### config.mk
export PLATFORM = sky130hd
export DESIGN_NAME = aurora_link_ctrl
export DESIGN_NICKNAME = d
export VERILOG_FILES = /design/src/rtl/aurora_link_ctrl.sv
export SDC_FILE = /design/constraint.sdc
export NUM_CORES = 1
export LEC_CHECK = 0
export BUFFER_PORTS_ARGS = -buffer_cell sky130_fd_sc_hd__buf_2
export CORE_ASPECT_RATIO = 0.9
export CORE_MARGIN = 1.5
export CORE_UTILIZATION = 52
export CTS_BUF_LIST = sky130_fd_sc_hd__clkbuf_16
export DETAILED_ROUTE_END_ITERATION = 12
export PLACE_DENSITY = 0.75
export SLEW_MARGIN = 40
export SYNTH_ARGS = -nofsm -noshare
export SYNTH_HDL_FRONTEND = slang
export SYNTH_SLANG_ARGS = --single-unit
### constraint.sdc
create_clock -name sysclk_i -period 2.5 [get_ports sysclk_i]
set_input_delay 0.125 -clock sysclk_i [delete_from_list [all_inputs] [get_ports sysclk_i]]
set_output_delay 0.125 -clock sysclk_i [all_outputs]
set_load 0.02 [all_outputs]
### src/rtl/aurora_link_ctrl.sv
// rtl/aurora_link_ctrl.sv - Aurora link bring-up sequencer with timeout/retry and link statistics.
// Drives pma_init/reset_pb through the reset ladder, qualifies link stability and counts drops/soft errors.
module aurora_link_ctrl #(
  parameter int NUM_LANES       = 2,
  parameter int PMA_INIT_CYCLES = 128,
  parameter int RESET_PB_CYCLES = 64,
  parameter int UP_TIMEOUT      = 1000000,
  parameter int STABLE_CYCLES   = 1024,
  parameter int MAX_RETRIES     = 8,
  parameter int CNT_W           = 16
) (
  input  logic                 sysclk_i,
  input  logic                 reset_i,
  input  logic                 enable_i,
  input  logic [NUM_LANES-1:0] lane_up_i,
  input  logic                 channel_up_i,
  input  logic                 hard_err_i,
  input  logic                 soft_err_i,
  input  logic                 clear_counters_i,
  output logic                 pma_init_o,
  output logic                 reset_pb_o,
  output logic                 link_ok_o,
  output logic                 fail_o,
  output logic [2:0]           state_o,
  output logic [7:0]           retry_count_o,
  output logic [CNT_W-1:0]     drop_count_o,
  output logic [CNT_W-1:0]     soft_err_count_o
);

  typedef enum logic [2:0] {
    S_IDLE    = 3'd0,
    S_PMA_RST = 3'd1,
    S_PB_RST  = 3'd2,
    S_WAIT_UP = 3'd3,
    S_STABLE  = 3'd4,
    S_UP      = 3'd5,
    S_FAIL    = 3'd6
  } state_t;

  localparam int PH_MAX0 = (PMA_INIT_CYCLES > RESET_PB_CYCLES) ? PMA_INIT_CYCLES : RESET_PB_CYCLES;
  localparam int PH_MAX  = (PH_MAX0 > STABLE_CYCLES) ? PH_MAX0 : STABLE_CYCLES;
  localparam int PH_W    = $clog2(PH_MAX + 1);
  localparam int TMO_W   = $clog2(UP_TIMEOUT + 1);

  localparam logic [PH_W-1:0]  PMA_LAST    = PH_W'(PMA_INIT_CYCLES - 1);
  localparam logic [PH_W-1:0]  PB_LAST     = PH_W'(RESET_PB_CYCLES - 1);
  localparam logic [PH_W-1:0]  STABLE_LAST = PH_W'(STABLE_CYCLES - 1);
  localparam logic [TMO_W-1:0] TMO_LAST    = TMO_W'(UP_TIMEOUT - 1);
  localparam logic [7:0]       RETRY_MAX   = 8'(MAX_RETRIES);

  // Two-flop synchronisers; serr_s3_q is the delayed copy for edge detection.
  logic [NUM_LANES-1:0] lane_s1_q, lane_s2_q;
  logic chan_s1_q, chan_s2_q;
  logic herr_s1_q, herr_s2_q;
  logic serr_s1_q, serr_s2_q, serr_s3_q;

  always_ff @(posedge sysclk_i or posedge reset_i) begin
    if (reset_i) begin
      lane_s1_q <= '0;
      lane_s2_q <= '0;
      chan_s1_q <= 1'b0;
      chan_s2_q <= 1'b0;
      herr_s1_q <= 1'b0;
      herr_s2_q <= 1'b0;
      serr_s1_q <= 1'b0;
      serr_s2_q <= 1'b0;
      serr_s3_q <= 1'b0;
    end else begin
      lane_s1_q <= lane_up_i;
      lane_s2_q <= lane_s1_q;
      chan_s1_q <= channel_up_i;
      chan_s2_q <= chan_s1_q;
      herr_s1_q <= hard_err_i;
      herr_s2_q <= herr_s1_q;
      serr_s1_q <= soft_err_i;
      serr_s2_q <= serr_s1_q;
      serr_s3_q <= serr_s2_q;
    end
  end

  logic all_up, link_good, serr_rise;
  assign all_up    = (&lane_s2_q) & chan_s2_q;
  assign link_good = all_up & ~herr_s2_q;
  assign serr_rise = serr_s2_q & ~serr_s3_q;

  state_t            state_q, state_d;
  logic [PH_W-1:0]   ph_cnt_q, ph_cnt_d;
  logic [TMO_W-1:0]  tmo_q, tmo_d;
  logic [7:0]        retry_q, retry_d;
  logic              drop_inc;
  logic              pma_init_q, reset_pb_q, link_ok_q, fail_q;
  logic [CNT_W-1:0]  drop_q, serr_cnt_q;

  always_comb begin
    state_d  = state_q;
    ph_cnt_d = ph_cnt_q;
    tmo_d    = tmo_q;
    retry_d  = retry_q;
    drop_inc = 1'b0;
    if (!enable_i) begin
      state_d  = S_IDLE;
      retry_d  = '0;
      ph_cnt_d = '0;
      tmo_d    = '0;
    end else begin
      unique case (state_q)
        S_IDLE: begin
          state_d  = S_PMA_RST;
          ph_cnt_d = '0;
        end
        S_PMA_RST: begin
          if (ph_cnt_q == PMA_LAST) begin
            state_d  = S_PB_RST;
            ph_cnt_d = '0;
          end else begin
            ph_cnt_d = ph_cnt_q + PH_W'(1);
          end
        end
        S_PB_RST: begin
          if (ph_cnt_q == PB_LAST) begin
            state_d = S_WAIT_UP;
            tmo_d   = '0;
          end else begin
            ph_cnt_d = ph_cnt_q + PH_W'(1);
          end
        end
        S_WAIT_UP, S_STABLE: begin
          // One timer spans WAIT_UP and STABLE so flapping cannot postpone the timeout.
          tmo_d = tmo_q + TMO_W'(1);
          if (tmo_q == TMO_LAST) begin
            retry_d  = retry_q + 8'd1;
            state_d  = (retry_q + 8'd1 == RETRY_MAX) ? S_FAIL : S_PMA_RST;
            ph_cnt_d = '0;
          end else if (state_q == S_WAIT_UP) begin
            if (link_good) begin
              state_d  = S_STABLE;
              ph_cnt_d = '0;
            end
          end else if (!link_good) begin
            state_d = S_WAIT_UP;
          end else if (ph_cnt_q == STABLE_LAST) begin
            state_d = S_UP;
            retry_d = '0;
          end else begin
            ph_cnt_d = ph_cnt_q + PH_W'(1);
          end
        end
        S_UP: begin
          if (!link_good) begin
            drop_inc = 1'b1;
            state_d  = S_PMA_RST;
            ph_cnt_d = '0;
          end
        end
        S_FAIL: begin
          state_d = S_FAIL;
        end
        default: begin
          state_d = S_IDLE;
        end
      endcase
    end
  end

  always_ff @(posedge sysclk_i or posedge reset_i) begin
    if (reset_i) begin
      state_q    <= S_IDLE;
      ph_cnt_q   <= '0;
      tmo_q      <= '0;
      retry_q    <= '0;
      pma_init_q <= 1'b1;
      reset_pb_q <= 1'b1;
      link_ok_q  <= 1'b0;
      fail_q     <= 1'b0;
    end else begin
      state_q    <= state_d;
      ph_cnt_q   <= ph_cnt_d;
      tmo_q      <= tmo_d;
      retry_q    <= retry_d;
      pma_init_q <= state_d inside {S_IDLE, S_PMA_RST, S_FAIL};
      reset_pb_q <= state_d inside {S_IDLE, S_PMA_RST, S_PB_RST, S_FAIL};
      link_ok_q  <= (state_d == S_UP);
      fail_q     <= (state_d == S_FAIL);
    end
  end

  always_ff @(posedge sysclk_i or posedge reset_i) begin
    if (reset_i) begin
      drop_q     <= '0;
      serr_cnt_q <= '0;
    end else if (clear_counters_i) begin
      drop_q     <= '0;
      serr_cnt_q <= '0;
    end else begin
      if (drop_inc && (drop_q != {CNT_W{1'b1}})) begin
        drop_q <= drop_q + CNT_W'(1);
      end
      if (serr_rise && (serr_cnt_q != {CNT_W{1'b1}})) begin
        serr_cnt_q <= serr_cnt_q + CNT_W'(1);
      end
    end
  end

  assign pma_init_o       = pma_init_q;
  assign reset_pb_o       = reset_pb_q;
  assign link_ok_o        = link_ok_q;
  assign fail_o           = fail_q;
  assign state_o          = state_q;
  assign retry_count_o    = retry_q;
  assign drop_count_o     = drop_q;
  assign soft_err_count_o = serr_cnt_q;

endmodule
Word level (Yosys, flattened, before mapping)
Cells that the tools add are included.
- output and inout bits: 47
- flip-flop bits (word level): 89
- word-level logic and storage cells: 107
- reduce and logical (&&, ||, !) cells: 13
- $add $sub $neg: 5
- equality and inequality tests: 28
- bitwise gates (word level): 5
- muxes and demuxes: 37
- operator list (operator ; number):
    $mux W11 ; 9
    $mux W16 ; 4
    $pmux W11 S5 ; 1
    $mux W8 ; 6
    $mux W20 ; 2
    $pmux W20 S2 ; 1
    $add A16 B1 Y16 const B ; 2
    $ne A16 B16 Y1 const B ; 2
    $mux W3 ; 10
    $add A20 B1 Y20 const B ; 1
    $eq A20 B20 Y1 const B ; 1
    $pmux W3 S6 ; 1
    $eq A3 B3 Y1 const B ; 5
    $ne A3 B3 Y1 const B ; 4
    $add A11 B1 Y11 const B ; 1
    $eq A11 B10 Y1 const B ; 1
    $eq A11 B6 Y1 const B ; 1
    $eq A11 B7 Y1 const B ; 1
    $eq A3 B2 Y1 const B ; 3
    $ne A3 B1 Y1 const B ; 3
    $add A8 B1 Y8 const B ; 1
    $eq A8 B4 Y1 const B ; 1
    $eq A3 B1 Y1 const B ; 2
    $logic_not A3 Y1 ; 2
    15 further kinds ; 23

Logic depth before layout (Yosys ltp)
- depth after elaboration: 10
- gate-level depth with buffers: 9

Worst setup path before layout
OpenSTA, ideal clock, no wires.
- path type: register -> register
- from: register tmo_q[10]
- to: register ph_cnt_q[4]
- slack: -0.090 ns
- clock period less this slack: 2.590 ns
- data required time: 2.421 ns
- stages on the path, launching flop included: 9
- arrival: 2.510 ns
- path through: dfrtp_1 -> or4b_1 -> or4_4 -> or2_0 -> a221o_1 -> nand2b_1 -> buf_6 -> or2_0 -> mux2i_1
- longest elaborated chain between the ends: 4
- ends and longest elaborated chain (element ; line ; RTL):
    start: declaration ; 88 ; logic [TMO_W-1:0] tmo_q, tmo_d;
    start signal: assignment ; 178 ; tmo_q <= tmo_d;
    $eq A20 B20 Y1 * ; 130 ; if (tmo_q == TMO_LAST) begin
    $mux W11 ; 130 ;
    $pmux W11 S5 ; 106 ; unique case (state_q)
    $mux W11 ; 100 ; if (!enable_i) begin
    end signal: assignment ; 177 ; ph_cnt_q <= ph_cnt_d;
    end: declaration ; 87 ; logic [PH_W-1:0] ph_cnt_q, ph_cnt_d;
Mark *: on every way between the ends. The rest lies on a longest branch, timed or not.
A chain may end at the register's enable or synchronous reset.

Worst setup path after layout
- from: register tmo_q[10]
- to: register ph_cnt_q[5]
The elaborated chain is that of the path after synthesis.

==> results.yml <==
setup_path:
  cp_capture_point: "ph_cnt_q[5]$_DFFE_PP0P_"
  timing.setup.critical_path_class: "flop to flop"
  reg2reg_depth: 8
  critical_path_startpoint_category: "flop"
  cp_data_arrival_time_ns: 2.91
  timing.critical_path.from: "tmo_q[10]$_DFFE_PP0P_"
  worst-path-buf-inv: 1
  crit_path_max_fanout: 5
  critical_path_cell_count: 8
  r2r-start: "tmo_q[10]$_DFFE_PP0P_"
  cpLargestDelayFamily: "simple AND/OR/NAND/NOR gates"
  timing.reg2reg.setup_slack_ns: -0.13
  timing.critical_path.slowest_cell_delay_ns: 0.51
  cp_cell_instances: "or4b_1 -> or4_4 -> or2_0 -> a221o_1 -> nand2b_4 -> buf_12 -> nor3b_2 -> a21o_1"
  critical_path.reg2reg.endpoint: "ph_cnt_q[5]$_DFFE_PP0P_"
  timing.critical_path.slowest_stage_cell: "sky130_fd_sc_hd__or4b_1"
  worst_ep_required_time_ns: 2.78
  timing.critical_path.to_type: "flop"
min_path:
  hold_class: "primary input to flop"
  worst_hold_path_startpoint: "enable_i"
logic_synthesis:
  synth_top_area_share: 0.479
  ys.flop_type: "sky130_fd_sc_hd__dfrtp_1"
  yosysUniqueCellTypes: 57
  synth_fp_nets: 512
  post_synthesis_register_bit_count: 89
  average_cell_area_after_synthesis_sq_um: 9.15
  synth_edf_count: 0
  netlist.top_cell.by_area: "sky130_fd_sc_hd__dfrtp_1"
  async_flop_share: 1.00
  synth_commonest_cells: "sky130_fd_sc_hd__dfrtp_1 (87), sky130_fd_sc_hd__nor2_1 (61), sky130_fd_sc_hd__nand2_1 (58)"
  seq_area_frac_synth: 0.490
  yosysMostFrequentCell: "sky130_fd_sc_hd__dfrtp_1"
  post_synth_main_area_contributors: "sky130_fd_sc_hd__dfrtp_1 (48%), sky130_fd_sc_hd__o21ai_0 (5.6%), sky130_fd_sc_hd__nor2_1 (5.0%)"
  mappedNetlistArea_sq_um: 4550
  yosysWarnings: 0
  post_synth_inst_count: 497
cts:
  cts-buffers-inserted: 9
  worst_setup_hold_path_clk_slew_ns: 0.06
  clk-insertion-delay-late_ns: 0.34
  clock_sinks: 89
  cts_max_path_buffers: 2
  ctsHtreeMaxLevel: 3
  clockRootBuffer: "sky130_fd_sc_hd__clkbuf_16"
  cts_tree: "built"
global_routing:
  grt_busiest_layer: "met2"
  groute.usage.overall: 0.232
  maximum_number_of_pins_on_one_net_before_global_route_repair: 39
  antenna_found_initial: 0
  total_gr_overflow: 0
  grt_util_met1: 0.314
  grt_pass1_wl_um: 17200
  via_count_of_the_first_global_routing_pass: 3727
  gr-usage-met2: 0.373
  grt.met3_usage: 0.0526
sta:
  timing.final.crit_share: 1.05
  post-route-min-period_ns: 2.63
  timing.clock.skew_ns: 0.00904
  relSlewSlack: 0.574
  timing.final.setup_violations: 11
  unrepaired_setup_endpoints_after_global_routing: "yes"
  timing.fmax_mhz: 381
  setup_tns_ns: -0.620
  finalMaxSlewViolations: 0
  hold_violations: 0
  fin_ws_ns: -0.127
  worstMarginPinSlew_ns: 0.637
placement:
  routabilityCongestion: 0.856
  pre_cts_slack_ns: -0.106
  place_area_sq_um: 5120
  place.detailed.hpwl_um: 7040
  buffers_on_ports: 55
die:
  die_width_um: 102
  die-height_um: 91.7
  design.portCount: 56
  initial_utilization: 0.533
  floorplan.die_area_sq_um: 9310
  placement_rows: 32
  core_sq_um: 8530
routing:
  post_drt_wl_per_cell_um: 15.0
  avgViaCountPerCell: 5.63
  drt_iter0_drcs: 208
  route.antenna.remaining_nets: 0
  post-route-drc-count: 0
  routed-via-count: 4017
  drt_pass1_iterations: 5
  wl_um: 10700
status:
  failing_checks: "negative setup slack"
  outcome: "finished, violations left"
cells_and_area:
  final_layout_size_suffix_gt1_frac: 0.249
  postLayoutCellArea_sq_um: 5720
  num_antenna_cells: 0
  finalCoreUtilization: 0.671
  fillerInstances: 662
  nNetsFinal: 604
  areaGrowthSynthToFinish_pct: 25.9
power_and_ir_drop:
  power_density_nw_per_um2: 499
  totalPowerFinal_mw: 2.86
  p_leak_nw: 2.67
  max-vdd-ir-drop_mv: 0.438
flow_run:
  max_cap_violations: 0
==> cell families (layout without fill, tap and decap cells) <==
logic type,Yosys count,in the layout,synth area share
buf+inv,24,120,0.0223
compound gates,106,106,0.141
flops,89,89,0.490
xor+xnor,31,31,0.0597
fa+ha+maj,6,6,0.0165
simple gates,237,238,0.261
mux,4,4,0.00908
==> routing by layer <==
metal | vias up | share of wire
li1 | 1963 | -
met1 | 1945 | 0.47
met2 | 93 | 0.48
met3 | 16 | 0.042
met4 | 0 | 0.014
met5 | - | 0
==> cells in the final DEF (no fill, tap or decap), types with 4 or more instances in the layout <==
cell type                       instances
sky130_fd_sc_hd__nand3_1               27
sky130_fd_sc_hd__and3_1                14
sky130_fd_sc_hd__buf_2                 55
sky130_fd_sc_hd__o21ai_1               10
sky130_fd_sc_hd__nor4_1                 4
sky130_fd_sc_hd__xor2_1                22
sky130_fd_sc_hd__o21ai_0               40
sky130_fd_sc_hd__nor2_1                60
sky130_fd_sc_hd__nor2b_1                7
sky130_fd_sc_hd__clkinvlp_4             4
sky130_fd_sc_hd__ha_1                   6
sky130_fd_sc_hd__buf_4                 34
sky130_fd_sc_hd__a31oi_1                7
sky130_fd_sc_hd__dfrtp_1               87
sky130_fd_sc_hd__clkbuf_16              9
sky130_fd_sc_hd__nand4_1               17
sky130_fd_sc_hd__dlygate4sd3_1          6
sky130_fd_sc_hd__o21ai_2                7
sky130_fd_sc_hd__xnor2_1                9
sky130_fd_sc_hd__o31ai_1                5
sky130_fd_sc_hd__a21oi_1                7
sky130_fd_sc_hd__and2_1                 8
sky130_fd_sc_hd__a21o_1                 4
sky130_fd_sc_hd__nand2_1               56
sky130_fd_sc_hd__nor3_1                 7
sky130_fd_sc_hd__nand2b_1               4
==> power breakdown <==
group          internal [mW]  switching [mW]  total [mW]
Combinational         0.0427          0.0809       0.124
Clock                  0.679           0.593        1.27
Sequential              1.45         0.00962        1.46
Total                   2.17           0.683        2.86
==> through the flow <==
stage / cells / hold WS [ns]
after floorplan: 497 / 0.156
after global placement: 679 / 0.211
after detailed placement: 679 / 0.230
after CTS: 704 / 0.161
after global routing: 713 / 0.179
final: 713 / 0.188
==> area by class of cell <==
cell class | count | area, sq um | area share
Tap cell | 119 | 149 | 0.0260
Inverter | 4 | 16.3 | 0.00284
Timing Repair Buffer | 100 | 664 | 0.116
Sequential cell | 89 | 2230 | 0.390
Clock inverter | 7 | 52.6 | 0.00918
Multi-Input combinational cell | 385 | 2390 | 0.417
Clock buffer | 9 | 225 | 0.0393
==> worst min path at each step <==
stage | to | slack [ns] | depth (start not counted)
floorplan | chan_s1_q$_DFF_PP0_ | 0.16 | 0
global placement | soft_err_count_o[10]$_DFFE_PP0P_ | 0.21 | 2
detailed placement | link_ok_o$_DFF_PP0_ | 0.23 | 2
CTS | ph_cnt_q[6]$_DFFE_PP0P_ | 0.16 | 3
global route | ph_cnt_q[6]$_DFFE_PP0P_ | 0.18 | 2
finish | ph_cnt_q[6]$_DFFE_PP0P_ | 0.19 | 2
==> timing repair <==
action | in CTS | in global routing
hold buffers | 6 | 0
resized for setup | 3 | 45
cloned | 1 | 0
pin swaps | 4 | 12
setup buffers | 2 | 9
endpoints found under the hold margin | 36 | 0
setup endpoints to repair | 8 | 18
==> state kept, by name, indices dropped and copies added (netlist names), 2 cells and up <==
register	count
drop_count_o	16
lane_s1_q	2
lane_s2_q	2
ph_cnt_q	11
retry_count_o	8
soft_err_count_o	16
state_o	3
tmo_q	20
No activity file was read; power rests on OpenSTA's default activity.
